===== config.mk =====
export PLATFORM = sky130hd
export DESIGN_NAME = uart_rxd_txd
export DESIGN_NICKNAME = d
export VERILOG_FILES = /design/src/rtl/uart_pkg.sv /design/src/rtl/uart_rxd.sv /design/src/rtl/uart_txd.sv /design/src/rtl/uart_rxd_txd.sv
export SDC_FILE = /design/constraint.sdc
export NUM_CORES = 1
export LEC_CHECK = 0
export ABC_AREA = 0
export BUFFER_PORTS_ARGS = -buffer_cell sky130_fd_sc_hd__buf_4
export CAP_MARGIN = 10
export CORE_MARGIN = 2
export CORE_UTILIZATION = 53
export DETAILED_ROUTE_END_ITERATION = 10
export GPL_ROUTABILITY_DRIVEN = 0
export HOLD_SLACK_MARGIN = 0.03
export PLACE_DENSITY = 0.74
export SLEW_MARGIN = 10
export SYNTH_ARGS = -nofsm -noshare
export SYNTH_HDL_FRONTEND = slang
export SYNTH_SLANG_ARGS = --single-unit

===== constraint.sdc =====
create_clock -name clk -period 3.1 [get_ports clk]
set_input_delay 0.62 -clock clk [delete_from_list [all_inputs] [get_ports clk]]
set_output_delay 0.62 -clock clk [all_outputs]
set_load 0.01 [all_outputs]

===== src/rtl/uart_pkg.sv =====
// Shared definitions for the 8N1 UART receive and transmit engines.
package uart_pkg;

    typedef enum logic [2:0] {
        IDLE,
        START,
        DATA,
        STOP,
        CLEANUP
    } uart_state_t;

    // Count at which the receiver resamples the start bit, i.e. mid-bit.
    function automatic int half_bit_count(input int clks_per_bit);
        return (clks_per_bit - 1) / 2;
    endfunction

endpackage


===== src/rtl/uart_rxd.sv =====
// 8N1 serial receiver: 2-flop input synchronizer followed by a mid-bit sampling FSM.
module uart_rxd
    import uart_pkg::*;
#(
    parameter int CLKS_PER_BIT = 217
) (
    input  logic       clk,
    input  logic       rst_n,
    input  logic       rx_Serial,
    output logic       rx_DV_out,
    output logic [7:0] rx_Byte_out
);

    localparam int CNT_W = (CLKS_PER_BIT > 1) ? $clog2(CLKS_PER_BIT) : 1;
    localparam logic [CNT_W-1:0] LAST_CNT = CNT_W'(CLKS_PER_BIT - 1);
    localparam logic [CNT_W-1:0] HALF_CNT = CNT_W'(half_bit_count(CLKS_PER_BIT));

    logic              r_rx_meta;
    logic              r_rx_sync;
    uart_state_t       r_state;
    logic [CNT_W-1:0]  r_clk_cnt;
    logic [2:0]        r_bit_idx;
    logic [7:0]        r_rx_byte;
    logic              r_rx_dv;

    uart_state_t       w_state_nxt;
    logic [CNT_W-1:0]  w_clk_cnt_nxt;
    logic [2:0]        w_bit_idx_nxt;
    logic [7:0]        w_rx_byte_nxt;
    logic              w_rx_dv_nxt;

    // Synchronizer resets to the idle level so reset release never looks like a start bit.
    always_ff @(posedge clk or negedge rst_n) begin
        if (!rst_n) begin
            r_rx_meta <= 1'b1;
            r_rx_sync <= 1'b1;
        end else begin
            r_rx_meta <= rx_Serial;
            r_rx_sync <= r_rx_meta;
        end
    end

    always_ff @(posedge clk or negedge rst_n) begin
        if (!rst_n) begin
            r_state   <= IDLE;
            r_clk_cnt <= '0;
            r_bit_idx <= '0;
            r_rx_byte <= '0;
            r_rx_dv   <= 1'b0;
        end else begin
            r_state   <= w_state_nxt;
            r_clk_cnt <= w_clk_cnt_nxt;
            r_bit_idx <= w_bit_idx_nxt;
            r_rx_byte <= w_rx_byte_nxt;
            r_rx_dv   <= w_rx_dv_nxt;
        end
    end

    always_comb begin
        w_state_nxt   = r_state;
        w_clk_cnt_nxt = r_clk_cnt;
        w_bit_idx_nxt = r_bit_idx;
        w_rx_byte_nxt = r_rx_byte;
        w_rx_dv_nxt   = 1'b0;

        case (r_state)
            IDLE: begin
                w_clk_cnt_nxt = '0;
                w_bit_idx_nxt = '0;
                if (!r_rx_sync) begin
                    w_state_nxt = START;
                end
            end

            // A line that is high again at mid-bit was only a glitch.
            START: begin
                if (r_clk_cnt == HALF_CNT) begin
                    w_clk_cnt_nxt = '0;
                    w_state_nxt   = r_rx_sync ? IDLE : DATA;
                end else begin
                    w_clk_cnt_nxt = r_clk_cnt + CNT_W'(1);
                end
            end

            DATA: begin
                if (r_clk_cnt == LAST_CNT) begin
                    w_clk_cnt_nxt            = '0;
                    w_rx_byte_nxt[r_bit_idx] = r_rx_sync;
                    if (r_bit_idx == 3'd7) begin
                        w_bit_idx_nxt = '0;
                        w_state_nxt   = STOP;
                    end else begin
                        w_bit_idx_nxt = r_bit_idx + 3'd1;
                    end
                end else begin
                    w_clk_cnt_nxt = r_clk_cnt + CNT_W'(1);
                end
            end

            // A low stop bit is a framing error: the byte stays but no DV is raised.
            STOP: begin
                if (r_clk_cnt == LAST_CNT) begin
                    w_clk_cnt_nxt = '0;
                    w_rx_dv_nxt   = r_rx_sync;
                    w_state_nxt   = CLEANUP;
                end else begin
                    w_clk_cnt_nxt = r_clk_cnt + CNT_W'(1);
                end
            end

            CLEANUP: begin
                w_state_nxt = IDLE;
            end

            default: begin
                w_state_nxt = IDLE;
            end
        endcase
    end

    assign rx_DV_out   = r_rx_dv;
    assign rx_Byte_out = r_rx_byte;

endmodule


===== src/rtl/uart_txd.sv =====
// 8N1 serial transmitter: latches a byte on request and shifts it out LSB first.
module uart_txd
    import uart_pkg::*;
#(
    parameter int CLKS_PER_BIT = 217
) (
    input  logic       clk,
    input  logic       rst_n,
    input  logic       tx_DV,
    input  logic [7:0] tx_Byte,
    output logic       tx_Active_out,
    output logic       tx_Serial_out,
    output logic       tx_Done_out
);

    localparam int CNT_W = (CLKS_PER_BIT > 1) ? $clog2(CLKS_PER_BIT) : 1;
    localparam logic [CNT_W-1:0] LAST_CNT = CNT_W'(CLKS_PER_BIT - 1);

    uart_state_t       r_state;
    logic [CNT_W-1:0]  r_clk_cnt;
    logic [2:0]        r_bit_idx;
    logic [7:0]        r_tx_data;
    logic              r_tx_serial;
    logic              r_tx_active;
    logic              r_tx_done;

    uart_state_t       w_state_nxt;
    logic [CNT_W-1:0]  w_clk_cnt_nxt;
    logic [2:0]        w_bit_idx_nxt;
    logic [7:0]        w_tx_data_nxt;
    logic              w_tx_serial_nxt;
    logic              w_tx_active_nxt;
    logic              w_tx_done_nxt;

    always_ff @(posedge clk or negedge rst_n) begin
        if (!rst_n) begin
            r_state     <= IDLE;
            r_clk_cnt   <= '0;
            r_bit_idx   <= '0;
            r_tx_data   <= '0;
            r_tx_serial <= 1'b1;
            r_tx_active <= 1'b0;
            r_tx_done   <= 1'b0;
        end else begin
            r_state     <= w_state_nxt;
            r_clk_cnt   <= w_clk_cnt_nxt;
            r_bit_idx   <= w_bit_idx_nxt;
            r_tx_data   <= w_tx_data_nxt;
            r_tx_serial <= w_tx_serial_nxt;
            r_tx_active <= w_tx_active_nxt;
            r_tx_done   <= w_tx_done_nxt;
        end
    end

    always_comb begin
        w_state_nxt     = r_state;
        w_clk_cnt_nxt   = r_clk_cnt;
        w_bit_idx_nxt   = r_bit_idx;
        w_tx_data_nxt   = r_tx_data;
        w_tx_active_nxt = r_tx_active;
        w_tx_done_nxt   = 1'b0;

        case (r_state)
            IDLE: begin
                w_clk_cnt_nxt = '0;
                w_bit_idx_nxt = '0;
                if (tx_DV) begin
                    w_tx_data_nxt   = tx_Byte;
                    w_tx_active_nxt = 1'b1;
                    w_state_nxt     = START;
                end
            end

            START: begin
                if (r_clk_cnt == LAST_CNT) begin
                    w_clk_cnt_nxt = '0;
                    w_state_nxt   = DATA;
                end else begin
                    w_clk_cnt_nxt = r_clk_cnt + CNT_W'(1);
                end
            end

            DATA: begin
                if (r_clk_cnt == LAST_CNT) begin
                    w_clk_cnt_nxt = '0;
                    if (r_bit_idx == 3'd7) begin
                        w_bit_idx_nxt = '0;
                        w_state_nxt   = STOP;
                    end else begin
                        w_bit_idx_nxt = r_bit_idx + 3'd1;
                    end
                end else begin
                    w_clk_cnt_nxt = r_clk_cnt + CNT_W'(1);
                end
            end

            STOP: begin
                if (r_clk_cnt == LAST_CNT) begin
                    w_clk_cnt_nxt   = '0;
                    w_tx_active_nxt = 1'b0;
                    w_tx_done_nxt   = 1'b1;
                    w_state_nxt     = CLEANUP;
                end else begin
                    w_clk_cnt_nxt = r_clk_cnt + CNT_W'(1);
                end
            end

            CLEANUP: begin
                w_state_nxt = IDLE;
            end

            default: begin
                w_state_nxt = IDLE;
            end
        endcase
    end

    // Line level is registered from the next state so the start bit appears the cycle after acceptance.
    always_comb begin
        w_tx_serial_nxt = 1'b1;
        case (w_state_nxt)
            START:   w_tx_serial_nxt = 1'b0;
            DATA:    w_tx_serial_nxt = w_tx_data_nxt[w_bit_idx_nxt];
            default: w_tx_serial_nxt = 1'b1;
        endcase
    end

    assign tx_Active_out = r_tx_active;
    assign tx_Serial_out = r_tx_serial;
    assign tx_Done_out   = r_tx_done;

endmodule


===== src/rtl/uart_rxd_txd.sv =====
// Full-duplex 8N1 UART: independent receiver and transmitter sharing one clock and reset.
module uart_rxd_txd
    import uart_pkg::*;
#(
    parameter int CLKS_PER_BIT = 217
) (
    input  logic       clk,
    input  logic       rst_n,
    input  logic       rx_Serial,
    output logic       rx_DV_out,
    output logic [7:0] rx_Byte_out,
    input  logic       tx_DV,
    input  logic [7:0] tx_Byte,
    output logic       tx_Active_out,
    output logic       tx_Serial_out,
    output logic       tx_Done_out
);

    uart_rxd #(
        .CLKS_PER_BIT (CLKS_PER_BIT)
    ) u_rxd (
        .clk         (clk),
        .rst_n       (rst_n),
        .rx_Serial   (rx_Serial),
        .rx_DV_out   (rx_DV_out),
        .rx_Byte_out (rx_Byte_out)
    );

    uart_txd #(
        .CLKS_PER_BIT (CLKS_PER_BIT)
    ) u_txd (
        .clk           (clk),
        .rst_n         (rst_n),
        .tx_DV         (tx_DV),
        .tx_Byte       (tx_Byte),
        .tx_Active_out (tx_Active_out),
        .tx_Serial_out (tx_Serial_out),
        .tx_Done_out   (tx_Done_out)
    );

endmodule


==> impl_metrics.tcl, run 1 <==
set metrics [dict create \
    status "finished clean" \
    maxCapViolCount 0 \
    critPathRequiredTime_ns 3.29 \
    yosysTopAreaCell "dfrtp_1" \
    dieArea_sq_um 5430 \
    drt_iter0_markers 97 \
    first_pass_iters 4 \
    synth_area_per_cell_sq_um 10.5 \
    yosysTopAreaCellShare 0.457 \
    post_drt_wl_per_cell_um 14.0 \
    worstReg2RegStart "u_rxd.r_clk_cnt[0]$_DFFE_PN0P_" \
    vias 1828 \
    path_clk_slew_ns 0.09 \
    dieHeight_um 73.7 \
    min_period_over_period 0.758 \
    power.density_nw_per_um2 401 \
    io_buffers 23 \
    grt_max_degree 51 \
    ys_top_cells_by_area "dfrtp_1 46%, mux2_2 3.9%, ha_1 3.9%" \
    ant_nets 0 \
    crit_path_start_kind "register" \
    clock_latency_ns 0.30 \
    ys.flop_type "dfrtp_1" \
    grt_pass1_vias 1739 \
    worst_ir_drop_vdd_uv 285 \
    antenna_cells 0 \
    syn_area_sq_um 2570 \
    r2r_slack_ns 0.75 \
    syn_to_final_growth_pct 11.2 \
    total_leakage_power_nw 1.33 \
    drc 0 \
    htree_levels 2 \
    syn_nets 264 \
    pin_count 24 \
    place_hpwl_um 3050 \
    slew_headroom 0.505 \
    grt_setup_unrepaired "no" \
    grt_first_pass_wirelength_um 7850 \
    yosys_warnings 0 \
    cts_made_buffers 5 \
    fmax_ghz 0.426 \
    routed_wl_um 4440 \
    rr_endpoint "u_rxd.rx_Byte_out[3]$_DFFE_PN0P_" \
    hp-class "in2async" \
    cts_hold_buf 0 \
    grt_usage 0.186 \
    fin_nets 282 \
    utilization 0.610 \
    hold_viol 0 \
    yosys_register_bits 50 \
    viasPerCell 5.77 \
    clockBufferDepth 2 \
    finalPower_mw 1.15 \
    initial_utilization 0.548 \
    worst_pin_slew_ns 0.742 \
    cts_tree "built" \
    std_cell_rows 25 \
    ys_seq_area_frac 0.488 \
    yosysUniqueCellTypes 50 \
    crit_type "reg2reg" \
    syn-instance-count 244 \
    cp_max_fo 6 \
    fin_tns_setup_ns 0 \
    post_cts_buffers 0 \
    synth_edf_count 0 \
    cts_root_buf "clkbuf_8" \
    setup_violations 0 \
    hold_ws_ns 0.320 \
    fin_crit_ns 2.35 \
    critPathCaptureType "register" \
    async_reset_ff_frac 1.00 \
    cp.arrival_ns 2.54 \
    num-fill-cells 414 \
    chipWidth_um 73.7 \
    cts.sinks 50 \
    final_max_slew_viol_count 0 \
    ctsResizeCount 0 \
    fin_worst_skew_ns 0.00648 \
    overflow 0 \
    core_area_sq_um 4690 \
    antenna_found_initial 0 \
    rr_worst_depth 8 \
    post_route_cells_drive_above_1_share 0.186 \
]
==> metrics by stage <==
| step | instances | setup slack, ns | cell area [sq um] |
|---|---|---|---|
| floorplan | 244 | 0.966 | 2570 |
| global placement | 309 | 0.833 | 2750 |
| detailed placement | 309 | 0.762 | 2750 |
| CTS | 317 | 0.705 | 2860 |
| global route | 317 | 0.571 | 2860 |
| finish | 317 | 0.750 | 2860 |
==> kinds of logic after synthesis <==
family | Yosys count | synth area share
compound gates | 52 | 0.126
xor+xnor | 4 | 0.0136
fa+ha+maj | 8 | 0.0389
buf+inv | 23 | 0.0399
flops | 50 | 0.488
mux | 23 | 0.0978
simple gates | 84 | 0.196
==> cells in the mapped netlist, drive strengths merged, types with 4 or more instances <==
master  instances
nor3            8
nor3b           4
nand4           5
clkbuf          9
nor2           18
inv            11
xor2            4
a21oi           9
nand2          18
mux2           17
dfrtp          47
nand3           6
o21ai          21
a31oi           6
o31ai           6
and3            4
mux2i           6
ha              8
==> sequential cells by signal (all words and copies together) (netlist names), 3 cells and up <==
signal	cells
u_txd.r_state	3
u_txd.r_bit_idx	3
u_rxd.rx_Byte_out	8
u_rxd.r_bit_idx	3
u_rxd.r_state	3
u_txd.r_tx_data	8
u_txd.r_clk_cnt	8
u_rxd.r_clk_cnt	8
==> layout make-up <==
| cell class | instances | area, sq um | area share |
|---|---|---|---|
| tap | 54 | 67.6 | 0.0236 |
| multi-input combinational | 171 | 1210 | 0.425 |
| timing repair buffer | 23 | 173 | 0.0603 |
| sequential | 50 | 1250 | 0.439 |
| clock inverter | 2 | 37.5 | 0.0131 |
| clock buffer | 6 | 72.6 | 0.0254 |
| inverter | 11 | 41.3 | 0.0144 |
==> layout by cell type, fill, tap and decap left out, types with 2 or more instances in the layout <==
cell type	n
dfrtp_1	47
buf_4	23
nor2_1	18
nand2_1	18
o21ai_0	13
inv_1	11
mux2_2	9
a21oi_1	8
mux2_1	8
o21ai_1	8
ha_1	8
nor3_1	7
o31ai_1	6
a31oi_1	6
nand3_1	6
mux2i_1	6
nand4_1	5
clkbuf_8	5
and3_1	4
xor2_1	4
and4_1	3
nor3b_1	3
dfstp_2	3
nor4b_4	2
and2_1	2
nand4b_1	2
o21bai_1	2
nand3b_1	2
==> metal layers <==
metal | up-vias | global-route usage | routed length (um)
met3 | 5 | 0.0370 | 134
met2 | 26 | 0.274 | 2060
met4 | 0 | 0.0667 | 57
met5 | - | 0 | 0
met1 | 880 | 0.272 | 2190
li1 | 917 | - | -
==> power by group <==
| group | total, mW | switching (mW) | internal [mW] |
|---|---|---|---|
| registers | 0.662 | 0.00316 | 0.659 |
| logic | 0.0317 | 0.0173 | 0.0144 |
| clock network | 0.454 | 0.213 | 0.241 |
| total | 1.15 | 0.234 | 0.915 |
==> how the worst max path moves through the flow <==
stage                                   start                               end  slack, ns  depth (start not counted)
3_3_place_gp   u_rxd.r_clk_cnt[0]$_DFFE_PN0P_  u_rxd.rx_Byte_out[3]$_DFFE_PN0P_       0.83                          8
4_1_cts        u_rxd.r_clk_cnt[0]$_DFFE_PN0P_  u_rxd.rx_Byte_out[3]$_DFFE_PN0P_       0.71                          8
3_5_place_dp   u_rxd.r_clk_cnt[0]$_DFFE_PN0P_  u_rxd.rx_Byte_out[3]$_DFFE_PN0P_       0.76                          8
6_report       u_rxd.r_clk_cnt[0]$_DFFE_PN0P_  u_rxd.rx_Byte_out[3]$_DFFE_PN0P_       0.75                          8
2_1_floorplan  u_rxd.r_clk_cnt[0]$_DFFE_PN0P_  u_rxd.rx_Byte_out[3]$_DFFE_PN0P_       0.97                          8
5_1_grt        u_rxd.r_clk_cnt[0]$_DFFE_PN0P_  u_rxd.rx_Byte_out[5]$_DFFE_PN0P_       0.57                          8
==> critical path, cell delays in order, from the launching register on <==
cell,delay (ns)
dfrtp_1,0.44
inv_1,0.10
ha_1,0.16
nand4b_1,0.16
nor3_2,0.29
nor4b_4,0.37
nand2_1,0.15
nor3b_1,0.24
mux2_1,0.34
(Power assumes the default switching activity.)
==> run 2, diff against run 1 <==
--- a/config.mk
+++ b/config.mk
@@ -13,7 +13,7 @@
 export DETAILED_ROUTE_END_ITERATION = 10
 export GPL_ROUTABILITY_DRIVEN = 0
 export HOLD_SLACK_MARGIN = 0.03
-export PLACE_DENSITY = 0.74
+export PLACE_DENSITY = 0.77
 export SLEW_MARGIN = 10
 export SYNTH_ARGS = -nofsm -noshare
 export SYNTH_HDL_FRONTEND = slang
==> constraint.sdc (replaced) <==
create_clock -name clk -period 1.92 [get_ports clk]
set_input_delay 0.384 -clock clk [delete_from_list [all_inputs] [get_ports clk]]
set_output_delay 0.384 -clock clk [all_outputs]
set_load 0.01 [all_outputs]
==> impl_metrics.tcl, run 2 (same netlist as run 1, synthesis figures left out) <==
set metrics [dict create \
    finalPower_mw 1.83 \
    failed_checks "negative setup slack" \
    grt.busiest_layer "met2" \
    io_buffers 23 \
    worst_pin_slew_ns 0.619 \
    cp.arrival_ns 2.23 \
    drc 0 \
    grt_pass1_vias 1957 \
    multi_input_area_sq_um 1330 \
    core_area_sq_um 4690 \
    grt_util_met3 0.0357 \
    fin_nets 318 \
    drt_iter0_markers 146 \
    grt_first_pass_wirelength_um 9060 \
    slew_headroom 0.587 \
    power.density_nw_per_um2 561 \
    use_met1 0.308 \
    setup_violations 8 \
    instances_no_fill 353 \
    setup_ws_ns -0.120 \
    place_area_sq_um 2970 \
    std_cell_rows 25 \
    place_ws_ns -0.0766 \
    critPathRequiredTime_ns 2.11 \
    antenna_cells 0 \
    dieArea_sq_um 5430 \
    grt_setup_unrepaired "yes" \
    clock_latency_ns 0.30 \
    fmax_ghz 0.490 \
    viasPerCell 5.81 \
    vias 2052 \
    seq_area_sq_um 1260 \
    dieHeight_um 73.7 \
    num-fill-cells 345 \
    final_common_cell "buf_4" \
    first_pass_iters 4 \
    cp_max_fo 3 \
    critPathCaptureType "register" \
    path_clk_slew_ns 0.09 \
    cts_made_buffers 5 \
    pin_count 24 \
    fin_crit_ns 2.04 \
    total_leakage_power_nw 1.53 \
    hold_viol 0 \
    cts_tree "built" \
    net-switching-power_mw 0.375 \
    maxCapViolCount 0 \
    place_hpwl_um 3740 \
    hp-class "in2async" \
    final_area_sq_um 3260 \
    cts.sinks 50 \
    crit_type "reg2reg" \
    comb_power_share 0.029 \
    crit_path_start_kind "register" \
    ant_nets 0 \
    final_max_slew_viol_count 0 \
    antenna_found_initial 0 \
    min_period_over_period 1.06 \
    post_drt_wl_per_cell_um 16.0 \
    grt_max_degree 51 \
    cts_root_buf "clkbuf_8" \
    grt_usage 0.217 \
    met2_usage 0.340 \
    worst_ir_drop_vdd_uv 448 \
    htree_levels 2 \
    dp_cells 336 \
    p_int_mw 1.45 \
    final_cell_mix "57 x buf_4, 44 x dfrtp_1, 18 x nor2_1" \
    utilization 0.695 \
    clockBufferDepth 2 \
    pwr-share-seq 0.586 \
    routed_wl_um 5660 \
    switching_share 0.205 \
    initial_utilization 0.548 \
    syn_to_final_growth_pct 26.7 \
    fin_worst_skew_ns 0.00393 \
    post_route_cells_drive_above_1_share 0.385 \
    rr_worst_depth 8 \
    chipWidth_um 73.7 \
    status "complete, but fails checks" \
    overflow 0 \
    clkPwrFrac 0.385 \
]
## run 2: per-layer routing
layer  up-vias  share of wire
met4         0          0.014
met1      1011           0.45
met5         -              0
li1        987              -
met2        45           0.49
met3         9          0.038
## run 2: area by class of cell
class                   instances  area share
inverters                      11      0.0127
repair buffers                 59       0.138
clock buffers                   8      0.0338
multi-input cells             171       0.408
well taps                      54      0.0207
flip-flops and latches         50       0.386
## run 2: critical path, stage by stage (launching register included)
cell and delay, ns:
dfrtp_1 0.40, inv_2 0.08, ha_4 0.14, nand4b_1 0.14
nor3_2 0.20, nor4b_4 0.30, nand2_2 0.12, nor3b_2 0.23
mux2_4 0.32
## run 2: power groups by stage
stage | clock network [mW] | registers (mW) | logic, mW
2_1_floorplan | 0 | 1.09 | 0.0151
3_3_place_gp | 0 | 1.09 | 0.0536
3_5_place_dp | 0 | 1.09 | 0.0542
4_1_cts | 0.715 | 1.07 | 0.0546
5_1_grt | 0.760 | 1.07 | 0.0602
6_report | 0.704 | 1.07 | 0.0528
## run 2: path summary, 6_finish.rpt
check,startpoint,endpoint,slack [ns]
worst max-delay path,u_rxd.r_clk_cnt[0]$_DFFE_PN0P_,u_rxd.rx_Byte_out[5]$_DFFE_PN0P_,-0.12
worst min-delay path,rst_n,u_rxd.rx_Byte_out[0]$_DFFE_PN0P_,0.08
worst max register to register,u_rxd.r_clk_cnt[0]$_DFFE_PN0P_,u_rxd.rx_Byte_out[5]$_DFFE_PN0P_,-0.12
worst min register to register,u_rxd.r_rx_meta$_DFF_PN1_,u_rxd.r_rx_sync$_DFF_PN1_,0.36
max in group asynchronous,rst_n,u_txd.r_state[2]$_DFF_PN0_,1.38
min in group clk,rx_Serial,u_rxd.r_rx_meta$_DFF_PN1_,0.18
## run 2: metrics by stage
step	setup TNS, ns	hold slack, ns
final	-0.743	0.0834
after detailed placement	-0.395	0.348
after global placement	-0.00732	0.347
after global routing	-2.22	0.140
after floorplan	-0.812	0.0884
after CTS	-0.262	0.118
## run 2: what timing repair did
| item | 4_1_cts | 5_1_grt |
|---|---|---|
| hold buffers | 0 | 0 |
| resized for setup | 14 | 21 |
| endpoints found under the setup margin | 13 | 24 |
| setup buffers | 7 | 3 |
| pin swaps | 1 | 8 |
==> run 3, diff against run 2 <==
--- a/config.mk
+++ b/config.mk
@@ -11,9 +11,9 @@
 export CORE_MARGIN = 2
 export CORE_UTILIZATION = 53
 export DETAILED_ROUTE_END_ITERATION = 10
-export GPL_ROUTABILITY_DRIVEN = 0
 export HOLD_SLACK_MARGIN = 0.03
 export PLACE_DENSITY = 0.77
+export RECOVER_POWER = 50
 export SLEW_MARGIN = 10
 export SYNTH_ARGS = -nofsm -noshare
 export SYNTH_HDL_FRONTEND = slang
==> impl_metrics.tcl, run 3 (same netlist as run 1, synthesis figures left out) <==
set metrics [dict create \
    cts.sinks 50 \
    std_cell_rows 25 \
    instances_no_fill 353 \
    grt_first_pass_wirelength_um 9060 \
    worst_pin_slew_ns 1.21 \
    total_leakage_power_nw 1.53 \
    setup_ws_ns -0.120 \
    gp_congestion 0.863 \
    routed_wl_um 5650 \
    hold_viol 0 \
    r2r_slack_ns -0.12 \
    crit_path_start_kind "register" \
    clockBufferDepth 2 \
    drc 0 \
    utilization 0.694 \
    cts_tree "built" \
    final_max_slew_viol_count 0 \
    switching_share 0.206 \
    place_area_sq_um 2970 \
    slew_headroom 0.192 \
    grt_pass1_vias 1957 \
    viasPerCell 5.80 \
    worstReg2RegStart "u_rxd.r_clk_cnt[0]$_DFFE_PN0P_" \
    post_route_cells_drive_above_1_share 0.385 \
    cp_max_fo 3 \
    first_pass_iters 4 \
    pin_count 24 \
    drt_iter0_markers 146 \
    clock_latency_ns 0.30 \
    final_area_sq_um 3260 \
    startpoint "u_rxd.r_clk_cnt[0]$_DFFE_PN0P_" \
    cp.arrival_ns 2.23 \
    finalPower_mw 1.83 \
    initial_utilization 0.548 \
    fin_worst_skew_ns 0.00413 \
    critPathRequiredTime_ns 2.11 \
    clkPwrFrac 0.385 \
    grt_setup_unrepaired "yes" \
    place_hpwl_um 3740 \
    critPathCapture "u_rxd.rx_Byte_out[5]$_DFFE_PN0P_" \
    min_period_over_period 1.06 \
    ant_nets 0 \
    net-switching-power_mw 0.376 \
    fmax_ghz 0.490 \
    io_buffers 23 \
    grt_usage 0.217 \
    worst_ir_drop_vdd_uv 448 \
    comb_power_share 0.028 \
    syn_to_final_growth_pct 26.6 \
    dp_cells 336 \
    antenna_cells 0 \
    final_common_cell "buf_4" \
    antenna_found_initial 0 \
    cts_made_buffers 5 \
    p_int_mw 1.45 \
    htree_levels 2 \
    cts_root_buf "clkbuf_8" \
    maxCapViolCount 0 \
    power.density_nw_per_um2 561 \
    rr_endpoint "u_rxd.rx_Byte_out[5]$_DFFE_PN0P_" \
    chipWidth_um 73.7 \
    fin_crit_ns 2.04 \
    rr_worst_depth 8 \
    final_cell_mix "55 x buf_4, 44 x dfrtp_1, 18 x nor2_1" \
    setup_violations 8 \
    cts_hold_buf 0 \
    critPathCaptureType "register" \
    grt_max_degree 51 \
    dieArea_sq_um 5430 \
    status "complete, but fails checks" \
    overflow 0 \
    hp-class "in2reg" \
    post_drt_wl_per_cell_um 16.0 \
    failed_checks "negative setup slack" \
    fin_nets 318 \
    path_clk_slew_ns 0.09 \
    core_area_sq_um 4690 \
    vias 2049 \
    pwr-share-seq 0.586 \
    crit_type "reg2reg" \
    dieHeight_um 73.7 \
]
==> run 3: worst min path at each step <==
stage,cells after the start,from,to
finish,1,rx_Serial,u_rxd.r_rx_meta$_DFF_PN1_
global route,1,rx_Serial,u_rxd.r_rx_meta$_DFF_PN1_
CTS,1,rst_n,u_rxd.rx_Byte_out[0]$_DFFE_PN0P_
detailed placement,0,u_rxd.r_rx_meta$_DFF_PN1_,u_rxd.r_rx_sync$_DFF_PN1_
global placement,0,u_rxd.r_rx_meta$_DFF_PN1_,u_rxd.r_rx_sync$_DFF_PN1_
floorplan,0,rst_n,u_rxd.r_bit_idx[0]$_DFFE_PN0P_
==> run 3: power by group through the flow <==
stage / clock network, mW / registers, mW / logic (mW)
after floorplan: 0 / 1.09 / 0.0151
after global routing: 0.760 / 1.07 / 0.0595
after CTS: 0.715 / 1.07 / 0.0546
after detailed placement: 0 / 1.09 / 0.0542
after global placement: 0 / 1.09 / 0.0536
final: 0.704 / 1.07 / 0.0520
==> run 3: worst max-delay path: stages (launching register included) <==
cell and delay [ns]:
dfrtp_1 0.40, inv_2 0.08, ha_4 0.14, nand4b_1 0.14, nor3_2 0.20, nor4b_4 0.30
nand2_2 0.12, nor3b_2 0.23, mux2_4 0.32
==> run 3: stage by stage <==
stage          hold WS [ns]  TNS (ns)  setup WS (ns)
6_report              0.184    -0.742         -0.120
5_1_grt               0.170     -2.22         -0.261
3_3_place_gp          0.347  -0.00732       -0.00732
2_1_floorplan        0.0884    -0.812         -0.127
3_5_place_dp          0.348    -0.395        -0.0766
4_1_cts               0.118    -0.262        -0.0550
==> run 3: what timing repair did <==
item | in CTS | in global routing
resized for setup | 14 | 21
pin swaps | 1 | 8
endpoints found under the setup margin | 13 | 24
buffers inserted | 7 | 3
endpoints found under the hold margin | 0 | 0
==> run 3: area by class of cell <==
type | count | area [sq um]
fillers | 346 | 1440
repair buffers | 59 | 448
inverters | 11 | 41.3
flip-flops and latches | 50 | 1260
well taps | 54 | 67.6
multi-input cells | 171 | 1330
clock buffers | 8 | 110
==> run 3: routing by layer <==
layer | track usage | wire, um
met5 | 0 | 0
met4 | 0.0687 | 78
met3 | 0.0357 | 213
met2 | 0.340 | 2790
met1 | 0.308 | 2570
